`src/rtl/decode_stage_pkg.sv`:
```
// rtl/decode_stage_pkg.sv - shared widths, inside-opcode and RV32I major-opcode constants
package decode_stage_pkg;

  localparam int DATA_WIDTH          = 32;
  localparam int REG_TAG_WIDTH       = 5;
  localparam int INSIDE_OPCODE_WIDTH = 6;
  localparam int OPCODE_WIDTH        = 7;

  localparam logic TRUE  = 1'b1;
  localparam logic FALSE = 1'b0;

  localparam logic [OPCODE_WIDTH-1:0] OPC_LUI    = 7'b0110111;
  localparam logic [OPCODE_WIDTH-1:0] OPC_AUIPC  = 7'b0010111;
  localparam logic [OPCODE_WIDTH-1:0] OPC_JAL    = 7'b1101111;
  localparam logic [OPCODE_WIDTH-1:0] OPC_JALR   = 7'b1100111;
  localparam logic [OPCODE_WIDTH-1:0] OPC_BRANCH = 7'b1100011;
  localparam logic [OPCODE_WIDTH-1:0] OPC_LOAD   = 7'b0000011;
  localparam logic [OPCODE_WIDTH-1:0] OPC_STORE  = 7'b0100011;
  localparam logic [OPCODE_WIDTH-1:0] OPC_OP_IMM = 7'b0010011;
  localparam logic [OPCODE_WIDTH-1:0] OPC_OP     = 7'b0110011;

  // NOP is zero so cleared storage reads back as a NOP head
  localparam logic [INSIDE_OPCODE_WIDTH-1:0] NOP   = 6'd0;
  localparam logic [INSIDE_OPCODE_WIDTH-1:0] LUI   = 6'd1;
  localparam logic [INSIDE_OPCODE_WIDTH-1:0] AUIPC = 6'd2;
  localparam logic [INSIDE_OPCODE_WIDTH-1:0] JAL   = 6'd3;
  localparam logic [INSIDE_OPCODE_WIDTH-1:0] JALR  = 6'd4;
  localparam logic [INSIDE_OPCODE_WIDTH-1:0] BEQ   = 6'd5;
  localparam logic [INSIDE_OPCODE_WIDTH-1:0] BNE   = 6'd6;
  localparam logic [INSIDE_OPCODE_WIDTH-1:0] BLT   = 6'd7;
  localparam logic [INSIDE_OPCODE_WIDTH-1:0] BGE   = 6'd8;
  localparam logic [INSIDE_OPCODE_WIDTH-1:0] BLTU  = 6'd9;
  localparam logic [INSIDE_OPCODE_WIDTH-1:0] BGEU  = 6'd10;
  localparam logic [INSIDE_OPCODE_WIDTH-1:0] LB    = 6'd11;
  localparam logic [INSIDE_OPCODE_WIDTH-1:0] LH    = 6'd12;
  localparam logic [INSIDE_OPCODE_WIDTH-1:0] LW    = 6'd13;
  localparam logic [INSIDE_OPCODE_WIDTH-1:0] LBU   = 6'd14;
  localparam logic [INSIDE_OPCODE_WIDTH-1:0] LHU   = 6'd15;
  localparam logic [INSIDE_OPCODE_WIDTH-1:0] SB    = 6'd16;
  localparam logic [INSIDE_OPCODE_WIDTH-1:0] SH    = 6'd17;
  localparam logic [INSIDE_OPCODE_WIDTH-1:0] SW    = 6'd18;
  localparam logic [INSIDE_OPCODE_WIDTH-1:0] ADDI  = 6'd19;
  localparam logic [INSIDE_OPCODE_WIDTH-1:0] SLTI  = 6'd20;
  localparam logic [INSIDE_OPCODE_WIDTH-1:0] SLTIU = 6'd21;
  localparam logic [INSIDE_OPCODE_WIDTH-1:0] XORI  = 6'd22;
  localparam logic [INSIDE_OPCODE_WIDTH-1:0] ORI   = 6'd23;
  localparam logic [INSIDE_OPCODE_WIDTH-1:0] ANDI  = 6'd24;
  localparam logic [INSIDE_OPCODE_WIDTH-1:0] SLLI  = 6'd25;
  localparam logic [INSIDE_OPCODE_WIDTH-1:0] SRLI  = 6'd26;
  localparam logic [INSIDE_OPCODE_WIDTH-1:0] SRAI  = 6'd27;
  localparam logic [INSIDE_OPCODE_WIDTH-1:0] ADD   = 6'd28;
  localparam logic [INSIDE_OPCODE_WIDTH-1:0] SUB   = 6'd29;
  localparam logic [INSIDE_OPCODE_WIDTH-1:0] SLL   = 6'd30;
  localparam logic [INSIDE_OPCODE_WIDTH-1:0] SLT   = 6'd31;
  localparam logic [INSIDE_OPCODE_WIDTH-1:0] SLTU  = 6'd32;
  localparam logic [INSIDE_OPCODE_WIDTH-1:0] XOR   = 6'd33;
  localparam logic [INSIDE_OPCODE_WIDTH-1:0] OR    = 6'd34;
  localparam logic [INSIDE_OPCODE_WIDTH-1:0] AND   = 6'd35;
  localparam logic [INSIDE_OPCODE_WIDTH-1:0] SRL   = 6'd36;
  localparam logic [INSIDE_OPCODE_WIDTH-1:0] SRA   = 6'd37;

  typedef struct packed {
    logic [INSIDE_OPCODE_WIDTH-1:0] op;
    logic [REG_TAG_WIDTH-1:0]       rd;
    logic [REG_TAG_WIDTH-1:0]       rs1;
    logic [REG_TAG_WIDTH-1:0]       rs2;
    logic [DATA_WIDTH-1:0]          imm;
    logic                           illegal;
  } dec_t;

endpackage

```
`src/rtl/decode_stage_if.sv`:
```
// rtl/decode_stage_if.sv - fetch-side and issue-side handshake bundle of the decode stage
interface decode_stage_if #(
  parameter int PC_W = 32
);
  import decode_stage_pkg::*;

  logic                           in_fetcher_valid;
  logic [DATA_WIDTH-1:0]          in_fetcher_instr;
  logic [PC_W-1:0]                in_fetcher_pc;
  logic                           out_fetcher_ready;
  logic                           in_flush;
  logic                           in_issue_ready;
  logic                           out_valid;
  logic [INSIDE_OPCODE_WIDTH-1:0] out_op;
  logic [REG_TAG_WIDTH-1:0]       out_rd;
  logic [REG_TAG_WIDTH-1:0]       out_rs1;
  logic [REG_TAG_WIDTH-1:0]       out_rs2;
  logic [DATA_WIDTH-1:0]          out_imm;
  logic [PC_W-1:0]                out_pc;
  logic                           out_illegal;

  modport slave (
    input  in_fetcher_valid, in_fetcher_instr, in_fetcher_pc, in_flush, in_issue_ready,
    output out_fetcher_ready, out_valid, out_op, out_rd, out_rs1, out_rs2,
           out_imm, out_pc, out_illegal
  );

  modport master (
    output in_fetcher_valid, in_fetcher_instr, in_fetcher_pc, in_flush, in_issue_ready,
    input  out_fetcher_ready, out_valid, out_op, out_rd, out_rs1, out_rs2,
           out_imm, out_pc, out_illegal
  );

endinterface

```
`src/rtl/decode_stage_decode_logic.sv`:
```
// rtl/decode_stage_decode_logic.sv - combinational RV32I decoder to inside opcode, tags, immediate
module decode_logic
  import decode_stage_pkg::*;
(
  input  logic [DATA_WIDTH-1:0] instr,
  output dec_t                  dec
);

  logic [OPCODE_WIDTH-1:0] opcode;
  logic [2:0]              funct3;
  logic [6:0]              funct7;
  logic [DATA_WIDTH-1:0]   imm_i, imm_s, imm_b, imm_u, imm_j, imm_sh;
  logic                    ill;

  assign opcode = instr[6:0];
  assign funct3 = instr[14:12];
  assign funct7 = instr[31:25];
  assign imm_i  = {{20{instr[31]}}, instr[31:20]};
  assign imm_s  = {{20{instr[31]}}, instr[31:25], instr[11:7]};
  assign imm_b  = {{19{instr[31]}}, instr[31], instr[7], instr[30:25], instr[11:8], 1'b0};
  assign imm_u  = {instr[31:12], 12'b0};
  assign imm_j  = {{11{instr[31]}}, instr[31], instr[19:12], instr[20], instr[30:21], 1'b0};
  assign imm_sh = {27'b0, instr[24:20]};

  always_comb begin
    dec     = '0;
    ill     = FALSE;
    dec.rd  = instr[11:7];
    dec.rs1 = instr[19:15];
    case (opcode)
      OPC_LUI:   begin dec.op = LUI;   dec.rs1 = '0; dec.imm = imm_u; end
      OPC_AUIPC: begin dec.op = AUIPC; dec.rs1 = '0; dec.imm = imm_u; end
      OPC_JAL:   begin dec.op = JAL;   dec.rs1 = '0; dec.imm = imm_j; end
      OPC_JALR: begin
        dec.op  = JALR;
        dec.imm = imm_i;
        ill     = (funct3 != 3'b000);
      end
      OPC_BRANCH: begin
        dec.rd  = '0;
        dec.rs2 = instr[24:20];
        dec.imm = imm_b;
        case (funct3)
          3'b000:  dec.op = BEQ;
          3'b001:  dec.op = BNE;
          3'b100:  dec.op = BLT;
          3'b101:  dec.op = BGE;
          3'b110:  dec.op = BLTU;
          3'b111:  dec.op = BGEU;
          default: ill = TRUE;
        endcase
      end
      OPC_LOAD: begin
        dec.imm = imm_i;
        case (funct3)
          3'b000:  dec.op = LB;
          3'b001:  dec.op = LH;
          3'b010:  dec.op = LW;
          3'b100:  dec.op = LBU;
          3'b101:  dec.op = LHU;
          default: ill = TRUE;
        endcase
      end
      OPC_STORE: begin
        dec.rd  = '0;
        dec.rs2 = instr[24:20];
        dec.imm = imm_s;
        case (funct3)
          3'b000:  dec.op = SB;
          3'b001:  dec.op = SH;
          3'b010:  dec.op = SW;
          default: ill = TRUE;
        endcase
      end
      OPC_OP_IMM: begin
        dec.imm = imm_i;
        case (funct3)
          3'b000: dec.op = ADDI;
          3'b010: dec.op = SLTI;
          3'b011: dec.op = SLTIU;
          3'b100: dec.op = XORI;
          3'b110: dec.op = ORI;
          3'b111: dec.op = ANDI;
          3'b001: begin
            dec.op  = SLLI;
            dec.imm = imm_sh;
            ill     = (funct7 != 7'h00);
          end
          default: begin
            dec.op  = (funct7 == 7'h20) ? SRAI : SRLI;
            dec.imm = imm_sh;
            ill     = (funct7 != 7'h00) && (funct7 != 7'h20);
          end
        endcase
      end
      OPC_OP: begin
        dec.rs2 = instr[24:20];
        case ({funct7, funct3})
          {7'h00, 3'b000}: dec.op = ADD;
          {7'h20, 3'b000}: dec.op = SUB;
          {7'h00, 3'b001}: dec.op = SLL;
          {7'h00, 3'b010}: dec.op = SLT;
          {7'h00, 3'b011}: dec.op = SLTU;
          {7'h00, 3'b100}: dec.op = XOR;
          {7'h00, 3'b101}: dec.op = SRL;
          {7'h20, 3'b101}: dec.op = SRA;
          {7'h00, 3'b110}: dec.op = OR;
          {7'h00, 3'b111}: dec.op = AND;
          default:         ill = TRUE;
        endcase
      end
      default: ill = TRUE;
    endcase
    // illegal entries carry only the flag so issue never sees stray tags
    if (ill) begin
      dec = '0;
    end
    dec.illegal = ill;
  end

endmodule

```
`src/rtl/decode_stage.sv`:
```
// rtl/decode_stage.sv - decode stage with in-order queue of decoded entries and flush
module decode_stage
  import decode_stage_pkg::*;
#(
  parameter int DEPTH = 2,
  parameter int PC_W  = 32
) (
  input logic           clk,
  input logic           rst,
  input logic           rdy,
  decode_stage_if.slave bus
);

  localparam int PW = $clog2(DEPTH);
  localparam int CW = PW + 1;
  localparam logic [CW-1:0] FULL    = CW'(DEPTH);
  localparam logic [CW-1:0] CNT_ONE = CW'(1);
  localparam logic [PW-1:0] PTR_ONE = PW'(1);

  dec_t            dec_in;
  dec_t            mem    [DEPTH];
  logic [PC_W-1:0] pc_mem [DEPTH];
  logic [PW-1:0]   wr_ptr, rd_ptr;
  logic [CW-1:0]   count;
  logic            push, pop;

  decode_logic u_decode_logic (
    .instr (bus.in_fetcher_instr),
    .dec   (dec_in)
  );

  // ready looks only at registered count, never at this cycle's pop
  assign bus.out_fetcher_ready = (count < FULL);
  assign bus.out_valid         = (count != '0);

  assign push = rdy & bus.in_fetcher_valid & bus.out_fetcher_ready & ~bus.in_flush;
  assign pop  = rdy & bus.out_valid & bus.in_issue_ready & ~bus.in_flush;

  always_ff @(posedge clk) begin
    if (rst) begin
      wr_ptr <= '0;
      rd_ptr <= '0;
      count  <= '0;
      for (int i = 0; i < DEPTH; i++) begin
        mem[i]    <= '0;
        pc_mem[i] <= '0;
      end
    end else if (rdy) begin
      if (bus.in_flush) begin
        wr_ptr <= '0;
        rd_ptr <= '0;
        count  <= '0;
      end else begin
        if (push) begin
          mem[wr_ptr]    <= dec_in;
          pc_mem[wr_ptr] <= bus.in_fetcher_pc;
          wr_ptr         <= wr_ptr + PTR_ONE;
        end
        if (pop) begin
          rd_ptr <= rd_ptr + PTR_ONE;
        end
        case ({push, pop})
          2'b10:   count <= count + CNT_ONE;
          2'b01:   count <= count - CNT_ONE;
          default: count <= count;
        endcase
      end
    end
  end

  assign bus.out_op      = mem[rd_ptr].op;
  assign bus.out_rd      = mem[rd_ptr].rd;
  assign bus.out_rs1     = mem[rd_ptr].rs1;
  assign bus.out_rs2     = mem[rd_ptr].rs2;
  assign bus.out_imm     = mem[rd_ptr].imm;
  assign bus.out_illegal = mem[rd_ptr].illegal;
  assign bus.out_pc      = pc_mem[rd_ptr];

endmodule

```
`src/flat_wrapper.sv`:
```
// flat-port wrapper written by rule: the top's interface ports become plain ports
module decode_stage_flat import decode_stage_pkg::*;
#(
  parameter int DEPTH = 2,
  parameter int PC_W  = 32
)
  (clk, rst, rdy, bus_in_fetcher_valid, bus_in_fetcher_instr, bus_in_fetcher_pc, bus_in_flush, bus_in_issue_ready, bus_out_fetcher_ready, bus_out_valid, bus_out_op, bus_out_rd, bus_out_rs1, bus_out_rs2, bus_out_imm, bus_out_pc, bus_out_illegal);
  decode_stage_if #(.PC_W(PC_W)) bus_i ();
  input logic clk;
  input logic rst;
  input logic rdy;
  input wire logic [$bits(bus_i.in_fetcher_valid)-1:0] bus_in_fetcher_valid;
  input wire logic [$bits(bus_i.in_fetcher_instr)-1:0] bus_in_fetcher_instr;
  input wire logic [$bits(bus_i.in_fetcher_pc)-1:0] bus_in_fetcher_pc;
  input wire logic [$bits(bus_i.in_flush)-1:0] bus_in_flush;
  input wire logic [$bits(bus_i.in_issue_ready)-1:0] bus_in_issue_ready;
  output wire logic [$bits(bus_i.out_fetcher_ready)-1:0] bus_out_fetcher_ready;
  output wire logic [$bits(bus_i.out_valid)-1:0] bus_out_valid;
  output wire logic [$bits(bus_i.out_op)-1:0] bus_out_op;
  output wire logic [$bits(bus_i.out_rd)-1:0] bus_out_rd;
  output wire logic [$bits(bus_i.out_rs1)-1:0] bus_out_rs1;
  output wire logic [$bits(bus_i.out_rs2)-1:0] bus_out_rs2;
  output wire logic [$bits(bus_i.out_imm)-1:0] bus_out_imm;
  output wire logic [$bits(bus_i.out_pc)-1:0] bus_out_pc;
  output wire logic [$bits(bus_i.out_illegal)-1:0] bus_out_illegal;
  assign bus_i.in_fetcher_valid = bus_in_fetcher_valid;
  assign bus_i.in_fetcher_instr = bus_in_fetcher_instr;
  assign bus_i.in_fetcher_pc = bus_in_fetcher_pc;
  assign bus_i.in_flush = bus_in_flush;
  assign bus_i.in_issue_ready = bus_in_issue_ready;
  assign bus_out_fetcher_ready = bus_i.out_fetcher_ready;
  assign bus_out_valid = bus_i.out_valid;
  assign bus_out_op = bus_i.out_op;
  assign bus_out_rd = bus_i.out_rd;
  assign bus_out_rs1 = bus_i.out_rs1;
  assign bus_out_rs2 = bus_i.out_rs2;
  assign bus_out_imm = bus_i.out_imm;
  assign bus_out_pc = bus_i.out_pc;
  assign bus_out_illegal = bus_i.out_illegal;
  decode_stage #(.DEPTH(DEPTH), .PC_W(PC_W)) u_core (.clk(clk), .rst(rst), .rdy(rdy), .bus(bus_i));
endmodule
```
`config.mk`:
```
export PLATFORM = sky130hd
export DESIGN_NAME = decode_stage_flat
export DESIGN_NICKNAME = d
export VERILOG_FILES = /design/src/rtl/decode_stage_pkg.sv /design/src/rtl/decode_stage_if.sv /design/src/rtl/decode_stage_decode_logic.sv /design/src/rtl/decode_stage.sv /design/src/flat_wrapper.sv
export SDC_FILE = /design/constraint.sdc
export NUM_CORES = 1
export LEC_CHECK = 0
export BUFFER_PORTS_ARGS = -buffer_cell sky130_fd_sc_hd__buf_4
export CAP_MARGIN = 0
export CORE_MARGIN = 5
export CORE_UTILIZATION = 50
export CTS_CLUSTER_SIZE = 28
export DETAILED_ROUTE_END_ITERATION = 10
export PLACE_DENSITY = 0.78
export RECOVER_POWER = 100
export SKIP_CTS_REPAIR_TIMING = 1
export SYNTH_ARGS = -nofsm -noshare
export SYNTH_HDL_FRONTEND = slang
export SYNTH_SLANG_ARGS = --single-unit
export TNS_END_PERCENT = 1
```
`constraint.sdc`:
```
create_clock -name clk -period 8.65 [get_ports clk]
set_clock_uncertainty 0.1 [all_clocks]
set_input_delay 1.73 -clock clk [delete_from_list [all_inputs] [get_ports clk]]
set_output_delay 1.73 -clock clk [all_outputs]
set_load 0.005 [all_outputs]
```
==> key figures, run 1 <==
Flow run
  – Maxcap violations: 5

Die
  – Num rows: 48
  – I/O pin cnt: 158
  – Initial core utilization: 50.5%
  – Die Width: 142 um
  – Core footprint: 17,200 sq um
  – Die area: 20,100 sq um
  – Die height: 142 um

Global route
  – Global-route met1 utilization: 27.5%
  – Vias in the first global route: 5,958
  – First-pass GRT wire length: 32,200 um
  – GR Overflow Total: 0
  – Total track usage: 20.8%
  – Global routing usage on met3: 4.68%
  – GRT busiest layer: met2
  – Largest net degree at the start of global routing: 74
  – Antenna violations before repair: 0
  – Met2 usage: 34.1%

Power and ir drop
  – Cell Int Power: 1.44 mW
  – Sw frac: 22.2%
  – Final Power: 1.85 mW
  – LEAKAGE: 3.91 nW
  – Power per cell area: 178 nW/um^2
  – Clock network fraction of total power: 38.6%
  – Flop pwr share: 53.2%
  – Logic pwr share: 8.2%
  – Psw: 410 uW
  – Worst IR drop on VDD: 137 uV

Logic synthesis
  – Synth unique cells: 64
  – Post-Syn Area per Cell: 12.8 sq um
  – Post-Syn Area: 8670 sq um
  – Post-synth net total: 749
  – Area leader, netlist: edfxtp_1
  – Synth top area share: 59.6%
  – Synth async-reset ratio: 0%
  – Yosys Warn Count: 0
  – Mapped Cells: 679
  – EDFF count, synth: 172
  – Post-synthesis sequential element count: 177
  – Synth top area cells: edfxtp_1 (60%), mux2_2 (11%), and2_1 (5.8%)
  – Sequential area share after synthesis: 60.8%
  – Primary FF master, synth: edfxtp_1

Critical path
  – Critical Path Start Type: input port
  – End of the worst register-to-register path: u_core.mem[1][50]$_SDFFCE_PN0P_
  – Reg2Reg Depth: 6
  – Crit end category: register
  – Req. time, crit path: 8.80 ns
  – WS Path Type: input port to register
  – Reg-to-Reg Start: u_core.count[1]$_SDFFE_PP0P_
  – Critical-path maximum fanout: 43
  – Worst Setup SP: bus_in_flush
  – Reg2Reg Setup Slack: 3.98 ns
  – Worst endpoint data arrival time: 5.89 ns

Timing
  – Crit path time final: 5.74 ns
  – Achievable clock frequency: 0.174 GHz
  – TNS Setup: 0 ns
  – Rel. slew slack: -31.5%
  – Worst-Margin Slew: 1.95 ns
  – Final period util: 66.4%
  – Final hold vios: 0
  – Setup violators final: 0
  – Slew Limit Fails: 142
  – RSZ-0062 raised after global routing: no

Layout
  – Area growth syn-to-layout: 19.7%
  – Layout cell share with drive strength beyond 1: 28.4%
  – Final antenna diode count: 0
  – Filler cell count: 1,419
  – Nets: 891

Hold path
  – Hold Path End: u_core.rd_ptr$_SDFFE_PP0P_
  – Hold Crit Depth: 2
  – HP Class: register to register
  – Worst Hold Launch: u_core.rd_ptr$_SDFFE_PP0P_

CTS
  – Total CTS buffers: 17
  – Clock Sinks: 177
  – Longest Clk Path Bufs: 2
  – Clock Latency Late Sink: 0.43 ns
  – CTS tree: done
  – Worst-path clk slew: 0.07 ns
  – H-tree lvl count: 4
  – CTS root buf: clkbuf_16

Routing
  – Vias post-DR: 6,080
  – Routed wire length per instance: 19.8 um
  – Vias/cell: 5.74
  – 1st-iter DRT viols: 447
  – ANT nets after route: 0
  – Final WL: 21,000 um
  – Drt first pass iters: 5
  – DRC: 0

Placed design
  – HPWL after detailed placement: 14,200 um
  – Global placement routability congestion: 0.993
  – Port bufs: 157

Status
  – Failing checks: capacitance limit, slew limit
  – Outcome: finished with violations
power groups by stage:
stage / clock, mW / combinational [mW] / sequential (mW)
3_5_place_dp: 0 / 0.160 / 1.00
4_1_cts: 0.715 / 0.161 / 0.983
5_1_grt: 0.749 / 0.165 / 0.986
3_3_place_gp: 0 / 0.160 / 0.998
2_1_floorplan: 0 / 0.0730 / 0.999
6_report: 0.713 / 0.151 / 0.983
cell usage after synthesis, drive strengths merged, types with 4 or more instances:
library cell,number
nand2b,7
clkbuf,29
nand2,15
a2111oi,4
buf,11
inv,11
and3,33
nor3,13
a21boi,4
o21ai,16
and2,80
nor4,6
a21oi,33
mux2,87
nor2b,10
a22oi,7
a211oi,4
nand3,6
edfxtp,172
nor2,66
nand4,5
dfxtp,5
kinds of logic (layout without fill, tap and decap cells):
kind of cell	after synthesis	count (layout)	share of synthesized area (%)
AOI/OAI and AO/OA	91	91	7.02
xor gates and xnor gates	4	4	0.404
buffers and inverters	51	206	2.32
DFF	177	177	60.8
muxes	88	88	11.4
and+or+nand+nor	268	268	18.1
layer usage:
layer	vias up	part of all wire [%]
met5	-	0
met4	0	2.5
met3	49	7.3
met2	277	48
met1	2942	42
li1	2812	-
critical path, cell delays in order:
cell and delay, ns:
clkbuf_1 0.12, nand4bb_1 0.27, nor3_1 0.17, clkbuf_1 1.28, o211ai_1 0.41, nor4_1 1.58
a21boi_0 0.32
area by class of cell:
cell class / count / area, sq um / area share (%)
Clock buffer: 18 / 429 / 4.14
Clock inverter: 14 / 116 / 1.12
Inverter: 11 / 41.3 / 0.398
Multi-Input combinational cell: 451 / 3120 / 30.0
Sequential cell: 177 / 5270 / 50.7
Tap cell: 225 / 282 / 2.71
Timing Repair Buffer: 163 / 1130 / 10.9
sequential cells by signal (all words and copies together) (netlist names), named ones only:
signal / count
u_core.rd_ptr: 1
u_core.wr_ptr: 1
u_core.count: 2
u_core.mem: 108
u_core.pc_mem: 64
cells in the final DEF (no fill, tap or decap), types with 3 or more instances in the layout:
master / instances
edfxtp_1: 172
buf_4: 93
nor2_1: 66
mux2_2: 65
clkbuf_4: 44
and2_1: 43
and2_0: 37
and3_1: 33
a21oi_1: 33
clkbuf_1: 27
mux2_1: 22
clkbuf_16: 17
o21ai_0: 15
nand2_1: 15
nor3_1: 13
inv_1: 11
nor2b_1: 10
nand2b_1: 7
a22oi_1: 7
nor4_1: 6
nand3_1: 6
nand4_1: 5
dfxtp_1: 5
a211oi_1: 4
a21boi_0: 4
a2111oi_0: 4
clkinvlp_4: 4
nand4bb_1: 3
or3_1: 3
nor4bb_1: 3
nand4b_1: 3
o211ai_1: 3
o22ai_1: 3
xnor2_1: 3
clkinv_1: 3
worst max path at each step:
stage,slack (ns),endpoint,depth (start not counted)
floorplan,3.74,u_core.mem[0][0]$_SDFFCE_PN0P_,3
global placement,4.34,u_core.mem[0][26]$_SDFFCE_PN0P_,6
detailed placement,4.25,u_core.mem[0][32]$_SDFFCE_PN0P_,6
CTS,4.37,bus_out_imm[31],3
global route,2.50,u_core.mem[1][50]$_SDFFCE_PN0P_,7
finish,2.91,u_core.mem[1][50]$_SDFFCE_PN0P_,7
through the flow:
stage          util (%)  cells  setup slack, ns  hold WS, ns  instance area, sq um
3_3_place_gp       58.4   1027             4.34        0.348                 10000
6_report           60.4   1059             2.91        0.371                 10400
5_1_grt            60.4   1059             2.50        0.390                 10400
4_1_cts            61.6   1059             4.37        0.362                 10600
2_1_floorplan         -    679             3.74        0.341                  8670
3_5_place_dp       58.4   1027             4.25        0.349                 10000
No activity file was read; power rests on OpenSTA's default activity.
==> run 2, diff against run 1 <==
- clock period: 8.65 -> 5.6 ns (I/O delays scaled with it)
==> key figures, run 2 (synthesis results as in run 1) <==
Status
  – Outcome: finished with violations
  – Failing checks: capacitance limit, slew limit

Critical path
  – Reg2Reg Depth: 5 (-1)
  – Slowest Stage Delay on Critical Path: 1.18 ns (-0.40 ns)
  – Crit end category: primary output
  – WS Path Type: register to primary output
  – Critical-path maximum fanout: 60 (+40%)
  – CP max-delay cell: clkbuf_1
  – Worst endpoint data arrival time: 3.13 ns (-2.76 ns)
  – End of the worst register-to-register path: u_core.mem[0][16]$_SDFFCE_PN0P_
  – Reg-to-Reg Start: u_core.count[1]$_SDFFE_PP0P_
  – Req. time, crit path: 4.38 ns (-4.42 ns)
  – Crit path cell chain: clkbuf_1 -> mux2_1 -> buf_4
  – Worst Path Buf+Inv: 2 (unchanged)
  – Reg2Reg Setup Slack: 1.85 ns (-2.13 ns)
  – Crit-path leading delay family: buffers and inverters
  – Critical Path Start Type: register

Timing
  – TNS Setup: 0 ns (unchanged)
  – Rel. slew slack: -14.0% (+18 points)
  – Crit path time final: 4.35 ns
  – Fin Hold WS: 0.368 ns (-0.00306 ns)
  – PnR worst setup slack: 1.25 ns (-1.66 ns)
  – Setup violators final: 0 (unchanged)
  – RSZ-0062 raised after global routing: no
  – Achievable clock frequency: 0.230 GHz
  – Final hold vios: 0 (unchanged)
  – Worst-Margin Slew: 1.71 ns (-0.245 ns)
  – Slew Limit Fails: 69 (-51%)
  – Final period util: 77.6%

CTS
  – Clock Sinks: 177 (unchanged)
  – H-tree lvl count: 4 (unchanged)
  – Total CTS buffers: 17 (unchanged)
  – Worst-path clk slew: 0.07 ns (about the same)
  – CTS root buf: clkbuf_16
  – Clock Latency Late Sink: 0.42 ns (about the same)
  – Longest Clk Path Bufs: 2 (unchanged)
  – CTS tree: done

Layout
  – Top reg by flops: u_core.mem
  – Area of the multi-input gates: 3160 sq um (+1.4%)
  – Commonest non-fill, non-tap cells in the layout: edfxtp_1 (172), buf_4 (90), nor2_1 (66)
  – Sequential Area: 5270 sq um (about the same)
  – Area growth syn-to-layout: 21.0%
  – Filler cell count: 1,375 (-3.1%)
  – Max reg flops: 108 (unchanged)
  – Commonest non-fill, non-tap cell in the layout: edfxtp_1
  – Top flop regs: u_core.mem x108, u_core.pc_mem x64, u_core.count x2
  – Nets: 893 (+0.22%)
  – Final antenna diode count: 0 (unchanged)
  – Layout cell share with drive strength beyond 1: 28.5% (+0.052 points)

Die
  – Die area: 20,100 sq um (unchanged)
  – Die Width: 142 um (unchanged)
  – I/O pin cnt: 158 (unchanged)
  – Die height: 142 um (unchanged)
  – Initial core utilization: 50.5% (unchanged)
  – Num rows: 48 (unchanged)
  – Core footprint: 17,200 sq um (unchanged)

Routing
  – Final WL: 21,200 um (+0.75%)
  – Vias post-DR: 6,045 (-0.58%)
  – Routed wire length per instance: 19.9 um (+0.56%)
  – 1st-iter DRT viols: 437 (-2.2%)
  – Vias/cell: 5.70 (-0.76%)
  – DRC: 0 (unchanged)
  – Drt first pass iters: 5 (unchanged)
  – ANT nets after route: 0 (unchanged)

Hold path
  – Hold Crit Depth: 2 (unchanged)
  – Worst Hold Launch: u_core.rd_ptr$_SDFFE_PP0P_
  – HP Class: register to register

Power and ir drop
  – Cell Int Power: 2.36 mW (+64%)
  – Final Power: 3.00 mW (+63%)
  – Worst IR drop on VDD: 212 uV (+55%)
  – LEAKAGE: 3.93 nW (+0.61%)
  – Power per cell area: 287 nW/um^2 (+61%)
  – Logic pwr share: 7.8% (-0.4 points)
  – Flop pwr share: 50.5% (-2.7 points)
  – Psw: 644 uW (+57%)
  – Sw frac: 21.5% (-0.76 points)
  – Clock network fraction of total power: 41.7% (+3.1 points)

Placed design
  – Port bufs: 157 (unchanged)
  – Global placement routability congestion: 1.01 (+2.1%)
  – HPWL after detailed placement: 14,600 um (+2.3%)
  – DP Worst Slack: 1.77 ns (-2.48 ns)

Flow run
  – Maxcap violations: 2 (-3)

Global route
  – Total track usage: 21.0% (+0.22 points)
  – Antenna violations before repair: 0 (unchanged)
  – First-pass GRT wire length: 32,500 um (+0.77%)
  – Vias in the first global route: 6,020 (+1.0%)
  – Largest net degree at the start of global routing: 61 (-18%)
  – GR Overflow Total: 0 (unchanged)
run 2: cell types whose count changed in the layout (fill, tap and decap cells not counted), sizes merged:
cell,delta
clkbuf,+4
clkinv,-4
inv,+4
buf,-3
bufinv,+3
clkinvlp,-2
run 2: how the worst max path moves through the flow:
stage                     cells after the start                               to                startpoint
after floorplan                               3   u_core.mem[0][0]$_SDFFCE_PN0P_              bus_in_flush
after global placement                        6  u_core.mem[1][26]$_SDFFCE_PN0P_  bus_in_fetcher_instr[25]
after detailed placement                      6   u_core.mem[1][5]$_SDFFCE_PN0P_  bus_in_fetcher_instr[25]
after CTS                                     3                   bus_out_pc[13]                  register
after global routing                          6  u_core.mem[0][20]$_SDFFCE_PN0P_              bus_in_flush
final                                         3                   bus_out_pc[13]                  register
run 2: final cells by class:
type / count / area share, %
flip-flops and latches: 177 / 50.3
multi-input cells: 451 / 30.1
well taps: 225 / 2.69
clock inverters: 15 / 1.91
clock buffers: 17 / 4.06
inverters: 11 / 0.394
repair buffers: 165 / 10.6
run 2: stage by stage:
stage,utilization (%),area (sq um),cells
2_1_floorplan,-,8670,679
3_3_place_gp,58.5,10000,1029
3_5_place_dp,58.5,10000,1029
4_1_cts,62.2,10700,1061
5_1_grt,61.0,10500,1061
6_report,61.0,10500,1061
run 2: power by group through the flow:
stage	logic (mW)	clock network [mW]	registers [mW]
after floorplan	0.113	0	1.54
after global placement	0.248	0	1.54
after detailed placement	0.249	0	1.55
after CTS	0.250	1.26	1.52
after global routing	0.254	1.32	1.52
final	0.234	1.25	1.52
run 2: per-layer routing:
metal  vias to the layer above  share of wire [%]  GRT usage, %
met5                         -                  0             0
met4                         0                2.2          7.37
met3                        36                7.0          4.42
met2                       275                 48          33.6
met1                      2927                 43          28.6
li1                       2807                  -             -
run 2: tightest hold or removal path, delay by kind of cell, from the launching register on:
family          cells  cell delay (ns)
flops               1             0.32
compound gates      1             0.06
simple gates        1             0.05
==> run 3, diff against run 2 <==
- clock period: 5.6 -> 4.5 ns (I/O delays scaled with it)
==> key figures, run 3 (synthesis results as in run 1) <==
Status
  – Outcome: finished with violations
  – Failing checks: capacitance limit, slew limit

Critical path
  – Slowest Stage Delay on Critical Path: 1.05 ns (-0.13 ns)
  – Crit path cell chain: clkbuf_1 -> nand4bb_1 -> nor3_1 -> o211ai_1 -> nor4_2 -> and3_1
  – Critical-path maximum fanout: 14 (-77%)
  – Critical Path Start Type: input port
  – Crit-path leading delay family: simple AND/OR/NAND/NOR gates
  – Req. time, crit path: 4.69 ns (+0.31 ns)
  – Crit end category: register
  – WS Path Type: input port to register
  – Worst Path Buf+Inv: 1 (-1)
  – Worst endpoint data arrival time: 3.83 ns (+0.70 ns)
  – CP max-delay cell: nor4_2

Routing
  – Drt first pass iters: 6 (+1)
  – Vias post-DR: 6,022 (-0.38%)
  – 1st-iter DRT viols: 419 (-4.1%)
  – Vias/cell: 5.65 (-0.75%)
  – ANT nets after route: 0 (unchanged)
  – Final WL: 21,000 um (-0.86%)
  – DRC: 0 (unchanged)
  – Routed wire length per instance: 19.7 um (-1.2%)

Layout
  – Layout cell share with drive strength beyond 1: 29.4% (+0.94 points)
  – Final antenna diode count: 0 (unchanged)
  – Commonest non-fill, non-tap cell in the layout: edfxtp_1
  – Final Cell Area: 10,600 sq um (+0.73%)
  – Area growth syn-to-layout: 21.9%
  – Nets: 897 (+0.45%)
  – Top reg by flops: u_core.mem
  – Final Non-Filler Cells: 1,065 (+0.38%)
  – Top flop regs: u_core.mem x108, u_core.pc_mem x64, u_core.count x2
  – Max reg flops: 108 (unchanged)
  – Filler cell count: 1,371 (-0.29%)
  – Commonest non-fill, non-tap cells in the layout: edfxtp_1 (172), buf_4 (97), nor2_1 (66)
  – Post-layout util: 61.5% (+0.44 points)

Timing
  – Fin Hold WS: 0.369 ns (+0.000948 ns)
  – Achievable clock frequency: 0.274 GHz
  – Crit path time final: 3.65 ns
  – Final period util: 81.0%
  – PnR worst setup slack: 0.854 ns (-0.398 ns)
  – RSZ-0062 raised after global routing: no
  – Setup violators final: 0 (unchanged)
  – Slew Limit Fails: 117 (+70%)
  – TNS Setup: 0 ns (unchanged)
  – Worst-Margin Slew: 2.01 ns (+0.302 ns)
  – Rel. slew slack: -34.1% (-20 points)
  – Final hold vios: 0 (unchanged)

Placed design
  – Port bufs: 157 (unchanged)
  – Global placement routability congestion: 0.993 (-2.0%)
  – Dpl cells: 1,033 (+0.39%)
  – HPWL after detailed placement: 14,700 um (+0.75%)
  – DP Worst Slack: 0.953 ns (-0.819 ns)
  – Post-DP Area: 10,100 sq um (+0.55%)

CTS
  – CTS tree: done
  – Clock Sinks: 177 (unchanged)
  – Worst-path clk slew: 0.07 ns (about the same)
  – Clock Latency Late Sink: 0.42 ns (about the same)
  – H-tree lvl count: 4 (unchanged)
  – Total CTS buffers: 17 (unchanged)
  – Longest Clk Path Bufs: 2 (unchanged)
  – CTS root buf: clkbuf_16

Hold path
  – HP Class: register to register

Global route
  – GRT busiest layer: met2
  – First-pass GRT wire length: 32,700 um (+0.87%)
  – Met2 usage: 33.8% (+0.20 points)
  – GR Overflow Total: 0 (unchanged)
  – Largest net degree at the start of global routing: 50 (-18%)
  – Global-route met1 utilization: 28.1% (-0.51 points)
  – Global routing usage on met3: 5.22% (+0.81 points)
  – Vias in the first global route: 6,078 (+0.96%)
  – Antenna violations before repair: 0 (unchanged)
  – Total track usage: 21.0% (-0.026 points)

Power and ir drop
  – Final Power: 3.71 mW (+23%)
  – Worst IR drop on VDD: 264 uV (+25%)
  – Power per cell area: 351 nW/um^2 (+23%)
  – LEAKAGE: 3.97 nW (+0.89%)

Die
  – Die height: 142 um (unchanged)
  – Die Width: 142 um (unchanged)
  – Num rows: 48 (unchanged)
  – Initial core utilization: 50.5% (unchanged)
  – I/O pin cnt: 158 (unchanged)
  – Die area: 20,100 sq um (unchanged)
  – Core footprint: 17,200 sq um (unchanged)

Flow run
  – Maxcap violations: 3 (+1)
[run 3: cell count changes in the layout (fill, tap and decap cells not counted), moves of 2 or more]
cell and delta:
clkbuf_1 -4, buf_12 +2, buf_4 +7, clkinvlp_4 +2, inv_6 -4
[run 3: cell type report]
| cell class | instances | area [sq um] | share of cell area, % |
|---|---|---|---|
| inverters | 11 | 41.3 | 0.391 |
| clock buffers | 19 | 433 | 4.10 |
| repair buffers | 169 | 1180 | 11.2 |
| flip-flops and latches | 177 | 5270 | 49.9 |
| multi-input cells | 451 | 3170 | 30.0 |
| well taps | 225 | 282 | 2.67 |
| clock inverters | 13 | 185 | 1.75 |
[run 3: path summary, 6_finish.rpt]
path / from / to / slack [ns] / depth (start not counted)
setup / recovery: bus_in_flush / u_core.mem[1][38]$_SDFFCE_PN0P_ / 0.85 / 6
setup reg to reg: u_core.count[1]$_SDFFE_PP0P_ / u_core.mem[1][38]$_SDFFCE_PN0P_ / 1.10 / 5
hold reg to reg: u_core.rd_ptr$_SDFFE_PP0P_ / register / 0.37 / 2
hold / removal: u_core.rd_ptr$_SDFFE_PP0P_ / register / 0.37 / 2
[run 3: report_power, final]
group	switching [mW]	total (mW)	internal [mW]
sequential	0.0178	1.89	1.87
clock	0.592	1.52	0.930
combinational	0.161	0.295	0.135
[run 3: metal layers]
metal  up-vias  part of all wire, %
met5         -                    0
met4         0                  2.2
met3        34                  7.6
met2       250                   48
met1      2915                   42
li1       2823                    -
[run 3: worst register-to-register path: stages, from the launching register on]
cell       delay (ns)
dfxtp_1          0.36
nand4bb_1        0.27
nor3_1           0.84
o211ai_1         0.34
nor4_2           1.05
and3_1           0.30
